===== config.mk =====
export PLATFORM = sky130hd
export DESIGN_NAME = pattern_tx_1010
export DESIGN_NICKNAME = d
export VERILOG_FILES = /design/src/rtl/pattern_tx_1010.sv
export SDC_FILE = /design/constraint.sdc
export NUM_CORES = 1
export LEC_CHECK = 0
export CAP_MARGIN = 20
export CORE_MARGIN = 8
export CORE_UTILIZATION = 30
export CTS_BUF_LIST = sky130_fd_sc_hd__clkbuf_4 sky130_fd_sc_hd__clkbuf_8 sky130_fd_sc_hd__clkbuf_16
export CTS_CLUSTER_DIAMETER = 120
export DETAILED_ROUTE_END_ITERATION = 7
export GPL_TIMING_DRIVEN = 1
export PLACE_DENSITY = 0.48
export SYNTH_ARGS = -nofsm -noshare
export SYNTH_HDL_FRONTEND = slang
export SYNTH_SLANG_ARGS = --single-unit

===== constraint.sdc =====
create_clock -name clk -period 4.42 [get_ports clk]
set_input_delay 0.884 -clock clk [delete_from_list [all_inputs] [get_ports clk]]
set_output_delay 0.884 -clock clk [all_outputs]
set_load 0.1 [all_outputs]

===== src/rtl/pattern_tx_1010.sv =====
// Serial pattern transmitter: sends PATTERN (MSB first) rep_cnt times,
// with an optional idle gap between repetitions, then pulses done.
module pattern_tx_1010 #(
  parameter int               PAT_W   = 4,
  parameter logic [PAT_W-1:0] PATTERN = 4'b1010,
  parameter int               CNT_W   = 4
) (
  input  logic             clk,
  input  logic             rst,
  input  logic             start,
  input  logic [CNT_W-1:0] rep_cnt,
  input  logic [2:0]       gap,
  output logic             out,
  output logic             out_valid,
  output logic             busy,
  output logic             done
);

  localparam int               BIT_W    = (PAT_W > 1) ? $clog2(PAT_W) : 1;
  localparam logic [BIT_W-1:0] LAST_IDX = BIT_W'(PAT_W - 1);
  // The MSB is driven straight onto out when a repetition starts, so the
  // shift register only ever holds the bits still to be sent.
  localparam logic [PAT_W-1:0] PAT_REST = PATTERN << 1;

  typedef enum logic [1:0] {IDLE, SEND, GAP, DONE} state_t;

  state_t           state;
  logic [PAT_W-1:0] shreg;
  logic [BIT_W-1:0] bits_left;
  logic [CNT_W-1:0] reps_left;
  logic [2:0]       gap_len;
  logic [2:0]       gap_left;

  always_ff @(posedge clk or negedge rst) begin
    if (!rst) begin
      state     <= IDLE;
      shreg     <= '0;
      bits_left <= '0;
      reps_left <= '0;
      gap_len   <= '0;
      gap_left  <= '0;
      out       <= 1'b0;
      out_valid <= 1'b0;
      busy      <= 1'b0;
      done      <= 1'b0;
    end else begin
      case (state)
        IDLE: begin
          out       <= 1'b0;
          out_valid <= 1'b0;
          busy      <= 1'b0;
          done      <= 1'b0;
          if (start && rep_cnt != '0) begin
            state     <= SEND;
            reps_left <= rep_cnt;
            gap_len   <= gap;
            shreg     <= PAT_REST;
            bits_left <= LAST_IDX;
            out       <= PATTERN[PAT_W-1];
            out_valid <= 1'b1;
            busy      <= 1'b1;
          end
        end

        SEND: begin
          if (bits_left != '0) begin
            out       <= shreg[PAT_W-1];
            shreg     <= shreg << 1;
            bits_left <= bits_left - 1'b1;
          end else begin
            reps_left <= reps_left - 1'b1;
            // The last repetition never gets a trailing gap.
            if (reps_left == CNT_W'(1)) begin
              state     <= DONE;
              out       <= 1'b0;
              out_valid <= 1'b0;
              busy      <= 1'b0;
              done      <= 1'b1;
            end else if (gap_len != '0) begin
              state     <= GAP;
              gap_left  <= gap_len - 1'b1;
              out       <= 1'b0;
              out_valid <= 1'b0;
            end else begin
              shreg     <= PAT_REST;
              bits_left <= LAST_IDX;
              out       <= PATTERN[PAT_W-1];
            end
          end
        end

        GAP: begin
          if (gap_left == '0) begin
            state     <= SEND;
            shreg     <= PAT_REST;
            bits_left <= LAST_IDX;
            out       <= PATTERN[PAT_W-1];
            out_valid <= 1'b1;
          end else begin
            gap_left <= gap_left - 1'b1;
          end
        end

        DONE: begin
          state <= IDLE;
          done  <= 1'b0;
        end

        default: begin
          state     <= IDLE;
          out       <= 1'b0;
          out_valid <= 1'b0;
          busy      <= 1'b0;
          done      <= 1'b0;
        end
      endcase
    end
  end

endmodule


==> summary.md, run 1 <==
| Metric | Value |
|---|---|
| Sequential share of power | `between 30% and 40%` |
| Syn Area/Cell | `between 9 and 10 um^2` |
| Total number of vias | `between 1000 and 1500` |
| Fin crit period | `around 2700 ps` |
| Net Sw Power | `0.000559 W` |
| Largest net degree at the start of global routing | `21` |
| EDFF count, synth | `0` |
| H-tree levels | `1` |
| Commonest non-fill, non-tap cell in the layout | `dfrtp_1` |
| R2R Path Start | `state[1]` |
| Hold Slack | `between 500 and 600 ps` |
| Post-synthesis register bit count | `20` |
| Critical path arrival | `about 1800 ps` |
| Filler cell count | `between 400 and 500` |
| Placed Cells | `between 150 and 200` |
| Power Internal | `0.000613 W` |
| Unrepaired setup endpoints after global routing | `no` |
| Most used DFF post-synth | `dfrtp_1` |
| Max FO, Critical Path | `3` |
| Clock root cell | `clkbuf_8` |
| DRT iter0 DRCs | `48` |
| Most frequent cells in the layout | `20 x dfrtp_1, 13 x inv_1, 13 x clkdlybuf4s50_1` |
| Final Hold Fails | `0` |
| Die width | `a little over 80 um` |
| Routed Antenna Nets | `0` |
| Hold Path Class | `reg2reg` |
| Setup TNS | `0 ps` |
| Non-Filler Instances | `around 200` |
| DIE AREA | `around 6800 um^2` |
| Layout cells sized above 1 | `around a tenth` |
| Setup CP Type | `reg2out` |
| Fin crit share | `60.2%` |
| Floorplan row count | `24` |
| Fmax | `376 MHz` |
| Number of setup buffers added after CTS | `0` |
| # setup viols final | `0` |
| Post-cts sizing count | `0` |
| Clk Latency, worst-skew pair | `~260 ps` |
| Register area share after synthesis | `about two fifths` |
| Crit path launch | `done` |
| Hold-fix buffers, CTS | `0` |
| Ports | `14` |
| GP Congestion | `around 0.8` |
| Multi-input gate area | `approximately 750 um^2` |
| Leakage | `roughly 0.63 nW` |
| CTS tree | `yes` |
| Clock sink count | `20` |
| Initial antenna violation count | `0` |
| FF/Latch Area | `approximately 500 um^2` |
| Drt total wl | `3140 um` |
| Die height | `82.2 um` |
| Setup Skew | `3.74 ps` |
| Power share of the clock group | `roughly an eighth` |
| Max-slew headroom | `a little over a third` |
| Global route overflow | `0` |
| Core area | `around 4300 um^2` |
| Global-route wire length before repair | `approximately 5300 um` |
| CTS Buffer Depth | `2` |
| Wire length per cell | `about 15 um` |
| Synthesized net count | `157` |
| DRC viols | `0` |
| Antenna Cells | `0` |
| Max incr delay on CP | `1140 ps` |
| Peak VDD IR | `between 0.2 and 0.3 mV` |
| Crit path launch type | `flip-flop` |
| Warnings from Yosys | `0` |
| Cells after Synth | `about 140` |
| Worst path required time | `around 3500 ps` |
| Worst-Margin Slew | `slightly below 1000 ps` |
| Async SR Flop Fraction | `100%` |
| Synth-to-layout area growth | `18.7%` |
| Cell area power density | `roughly 750 nW/um^2` |
| CTS Buf Count | `3` |
| Critical path's top delay family | `buffers and inverters` |
| Worst Hold Launch | `done` |
| Worst Path Buf+Inv | `1` |
| Max-slew violation count | `0` |
| Synth unique cells | `40` |
| CP endpoint kind | `output port` |
| Max cap viols | `0` |
| Initial Util | `30.7%` |
| Tot GR Track Use | `approximately 9.9%` |
| Sw frac | `a little under half` |
| CP max-delay cell | `clkdlybuf4s50_1` |
| Worst path cell trace | `clkdlybuf4s50_1` |
| Worst-path clk slew | `approximately 80 ps` |
| HPWL Detailed | `between 2000 and 2500 um` |
| Drt pass-1 iters | `4` |
| Port buffer count | `13` |
| Vias per Instance | `roughly 5.3` |
| Comb pwr share | `just under 60%` |
| Syn Std Cell Area | `between 1000 and 1500 um^2` |
| Status | `finished, final reports clean` |
| Net total in the final layout | `171` |
| Vias in the first global route | `1079` |
## metal layers
| layer | vias to the layer above | track usage, % | part of all wire (%) |
|---|---|---|---|
| met5 | - | 0 | 0 |
| met4 | 0 | 1.05 | 0.38 |
| met3 | 2 | 3.46 | 5.6 |
| met2 | 23 | 16.1 | 47 |
| met1 | 525 | 12.6 | 47 |
| li1 | 541 | - | - |
## synthesized netlist by cell type (2+ instances only)
library cell,instances,share of area (%)
dfrtp_1,20,38
inv_1,13,3.7
a21oi_1,12,4.6
o21ai_0,11,4.2
nand2_1,10,2.9
ha_1,8,7.6
nor2_1,7,2.0
clkbuf_1,5,1.4
nand3_1,5,1.9
mux2_2,4,3.4
mux2i_1,4,3.0
nor3_1,4,1.5
o31ai_1,3,1.7
o32ai_1,3,2.0
a31oi_1,2,0.95
nand2b_1,2,0.95
o21a_1,2,1.1
o221ai_1,2,1.3
## stage by stage
stage | utilization [%] | power (W) | area [um^2] | setup slack [ps]
2_1_floorplan | - | 0.000873 | 1320 | 2350
3_3_place_gp | 34.8 | 0.00103 | 1490 | 1740
3_5_place_dp | 34.8 | 0.00104 | 1490 | 1700
4_1_cts | 36.0 | 0.00118 | 1550 | 1740
5_1_grt | 36.4 | 0.00128 | 1560 | 1700
6_report | 36.4 | 0.00117 | 1560 | 1760
## sequential cells by signal (all words and copies together), names as in the netlist
name	cells
bits_left	2
gap_len	3
out_valid	1
reps_left	4
busy	1
gap_left	3
out	1
done	1
state	2
shreg	2
## path summary, 6_finish.rpt
check                                    end  slack (ps)  cells after the start
worst max-delay path                    done        1760                      1
worst min-delay path                    done         520                      2
worst max register to register   gap_left[1]        2060                      5
worst min register to register          done         520                      2
max in group asynchronous        gap_left[2]        3020                      2
min in group asynchronous       reps_left[0]         950                      1
## kinds of logic after synthesis
| group | count (synthesis) | synth area share, % |
|---|---|---|
| buf+inv | 18 | 5.13 |
| simple gates | 35 | 13.8 |
| flops | 20 | 38.0 |
| xor+xnor | 1 | 0.666 |
| mux | 9 | 7.51 |
| fa+ha+maj | 8 | 7.60 |
| compound gates | 48 | 27.3 |
## power by group through the flow
stage	Clock [W]	Sequential (W)	Combinational, W
global route	0.000159	0.000367	0.000751
detailed placement	0	0.000357	0.000679
CTS	0.000150	0.000353	0.000681
floorplan	0	0.000441	0.000432
finish	0.000142	0.000352	0.000678
global placement	0	0.000353	0.000677
## area by class of cell
cell class	count	share of cell area [%]
Clock buffer	4	3.52
Multi-Input combinational cell	101	47.9
Tap cell	52	4.16
Timing Repair Buffer	14	9.29
Sequential cell	20	32.0
Inverter	13	3.12
Power figures use the tool's default switching activity.
==> run 2, diff against run 1 <==
clock period = 2.5 ns   (was 4.42 ns; I/O delays follow)
==> run 2 against run 1 <==
Compared with the run above: via count grew 3.8%; routed wire length rose by 3.7%; utilization up 0.50 points; critical path type is now in2reg; first-iteration DRC count fell by 8.3%; critical path depth grew 4; worst setup slack lost 1300 ps; combinational power rose by 78%; largest power group unchanged; die area did not move; sequential power up 77%; final cell count rose by 1.5%; clock skew decreased by 0.95 ps; largest cell class unchanged.
==> summary.md, run 2 (same netlist as run 1, synthesis figures left out) <==
| Metric | Value |
|---|---|
| Status | `finished, final reports clean` |
| Clock root cell | `clkbuf_8` |
| DIE AREA | `6760 um^2 (unchanged)` |
| Fmax | `about 500 MHz` |
| Hold-fix buffers, CTS | `0 (unchanged)` |
| Global route overflow | `0 (unchanged)` |
| Area after DPL | `1510 um^2 (+1.3%)` |
| Die width | `82.2 um (unchanged)` |
| Post-cts sizing count | `0 (unchanged)` |
| Antenna Cells | `0 (unchanged)` |
| Hold Path Class | `reg2reg` |
| Crit path launch | `rep_cnt[1]` |
| Setup TNS | `0 ps (unchanged)` |
| Initial Util | `30.7% (unchanged)` |
| Crit path launch type | `input port` |
| Wire length per cell | `15.7 um (+2.2%)` |
| Initial antenna violation count | `0 (unchanged)` |
| R2R Path Start | `state[1]` |
| Number of setup buffers added after CTS | `0 (unchanged)` |
| Net total in the final layout | `174 (+1.8%)` |
| Layout cells sized above 1 | `14.8% (+4.3 points)` |
| Max reg flops | `4 (unchanged)` |
| Synth-to-layout area growth | `20.3%` |
| HPWL Detailed | `2430 um (+3.5%)` |
| CTS Buf Count | `3 (unchanged)` |
| CP max-delay cell | `clkdlybuf4s50_1` |
| Drt pass-1 iters | `4 (unchanged)` |
| Clock sink count | `20 (unchanged)` |
| Top reg by flops | `reps_left` |
| Tot GR Track Use | `10.3% (+0.40 points)` |
| Unrepaired setup endpoints after global routing | `no` |
| Worst-Margin Slew | `597 ps (-371 ps)` |
| Fin crit share | `80.0%` |
| Max-slew headroom | `60.1% (+25 points)` |
| Max FO, Critical Path | `7 (+4)` |
| Floorplan row count | `24 (unchanged)` |
| Max incr delay on CP | `550 ps (-590 ps)` |
| Clk Latency, worst-skew pair | `260 ps (about the same)` |
| Max-slew violation count | `0 (unchanged)` |
| Worst-path clk slew | `80 ps (about the same)` |
| CP endpoint kind | `flip-flop` |
| Total number of vias | `1132 (+3.8%)` |
| CTS Buffer Depth | `2 (unchanged)` |
| Setup Skew | `2.79 ps (-0.949 ps)` |
| Top sig layer | `met4` |
| Met3 WL | `200 um (+13%)` |
| Cell area power density | `1370 nW/um^2 (+82%)` |
| Drt total wl | `3260 um (+3.7%)` |
| Largest net degree at the start of global routing | `21 (unchanged)` |
| Cell area after layout | `1580 um^2 (+1.4%)` |
| DRT iter0 DRCs | `44 (-8.3%)` |
| GP Congestion | `0.862 (+5.3%)` |
| Worst Hold Launch | `done` |
| Biggest regs | `reps_left: 4 flops, gap_left: 3 flops, gap_len: 3 flops` |
| DRC viols | `0 (unchanged)` |
| Port buffer count | `13 (unchanged)` |
| Worst path cell trace | `clkdlybuf4s50_1 > o41a_1 > mux2i_2 > or4_1 > o311a_1` |
| Pwr Total | `0.00216 W (+85%)` |
| Leakage | `0.653 nW (+3.8%)` |
| Fin crit period | `~2000 ps` |
| WL met1 | `1440 um (-3.3%)` |
| Routed wl met2 | `1600 um (+8.8%)` |
| Commonest non-fill, non-tap cell in the layout | `dfrtp_1` |
| Vias per Instance | `5.47 (+2.3%)` |
| Most frequent cells in the layout | `20 x dfrtp_1, 13 x inv_1, 12 x a21oi_1` |
| Global-route wire length before repair | `5440 um (+3.1%)` |
| Critical path arrival | `2150 ps (+370 ps)` |
| Final Hold Fails | `0 (unchanged)` |
| # setup viols final | `0 (unchanged)` |
| Max cap viols | `0 (unchanged)` |
| Setup CP Type | `in2reg` |
| Core area | `4290 um^2 (unchanged)` |
| Vias in the first global route | `1161 (+7.6%)` |
| Routed Antenna Nets | `0 (unchanged)` |
| Filler cell count | `445 (+0.23%)` |
| CTS tree | `yes` |
| H-tree levels | `1 (unchanged)` |
| Peak VDD IR | `0.524 mV (+91%)` |
| Ports | `14 (unchanged)` |
| Die height | `82.2 um (unchanged)` |
| Worst path required time | `2650 ps (-890 ps)` |
==> run 2: cell type report <==
| cell class | instances | area, um^2 | area share (%) |
|---|---|---|---|
| inverter | 13 | 48.8 | 3.08 |
| clock inverter | 1 | 30.0 | 1.90 |
| multi-input combinational | 101 | 748 | 47.2 |
| tap | 52 | 65.1 | 4.11 |
| clock buffer | 3 | 41.3 | 2.61 |
| timing repair buffer | 17 | 150 | 9.48 |
| sequential | 20 | 500 | 31.6 |
==> run 2: routing by layer <==
metal | GRT usage (%) | vias to the layer above
li1 | - | 551
met1 | 11.8 | 557
met2 | 18.3 | 19
met3 | 2.92 | 5
met4 | 2.11 | 0
met5 | 0 | -
==> run 2: metrics by stage <==
step,hold slack (ps),setup WS [ps],cells,util [%]
after floorplan,204,717,139,-
after global placement,495,282,203,35.2
after detailed placement,503,218,203,35.2
after CTS,524,472,207,36.9
after global routing,553,310,207,36.9
final,516,500,207,36.9
==> run 2: critical path: cells and delay by family <==
family	cells	cell delay, ps
multiplexers	1	150
buffers and inverters	1	550
AO/OA/AOI/OAI	2	390
AND/OR/NAND/NOR	1	540
==> run 2: final timing paths <==
| check | slack [ps] | endpoint | cells after the start |
|---|---|---|---|
| worst max register to register | 510 | gap_left[1] | 5 |
| worst min register to register | 520 | done | 2 |
| min in group asynchronous | 580 | shreg[2] | 2 |
| worst max-delay path | 500 | bits_left[1] | 5 |
| worst min-delay path | 520 | done | 2 |
| max in group asynchronous | 1700 | out_valid | 2 |
==> run 2: report_power, final <==
| group | switching (W) | internal [W] | leakage [nW] | total [W] |
|---|---|---|---|---|
| logic | 0.000738 | 0.000472 | 0.384 | 0.00121 |
| registers | 0.000148 | 0.000476 | 0.232 | 0.000624 |
| clock network | 0.000116 | 0.000214 | 0.0357 | 0.000330 |
| total | 0.00100 | 0.00116 | 0.653 | 0.00216 |
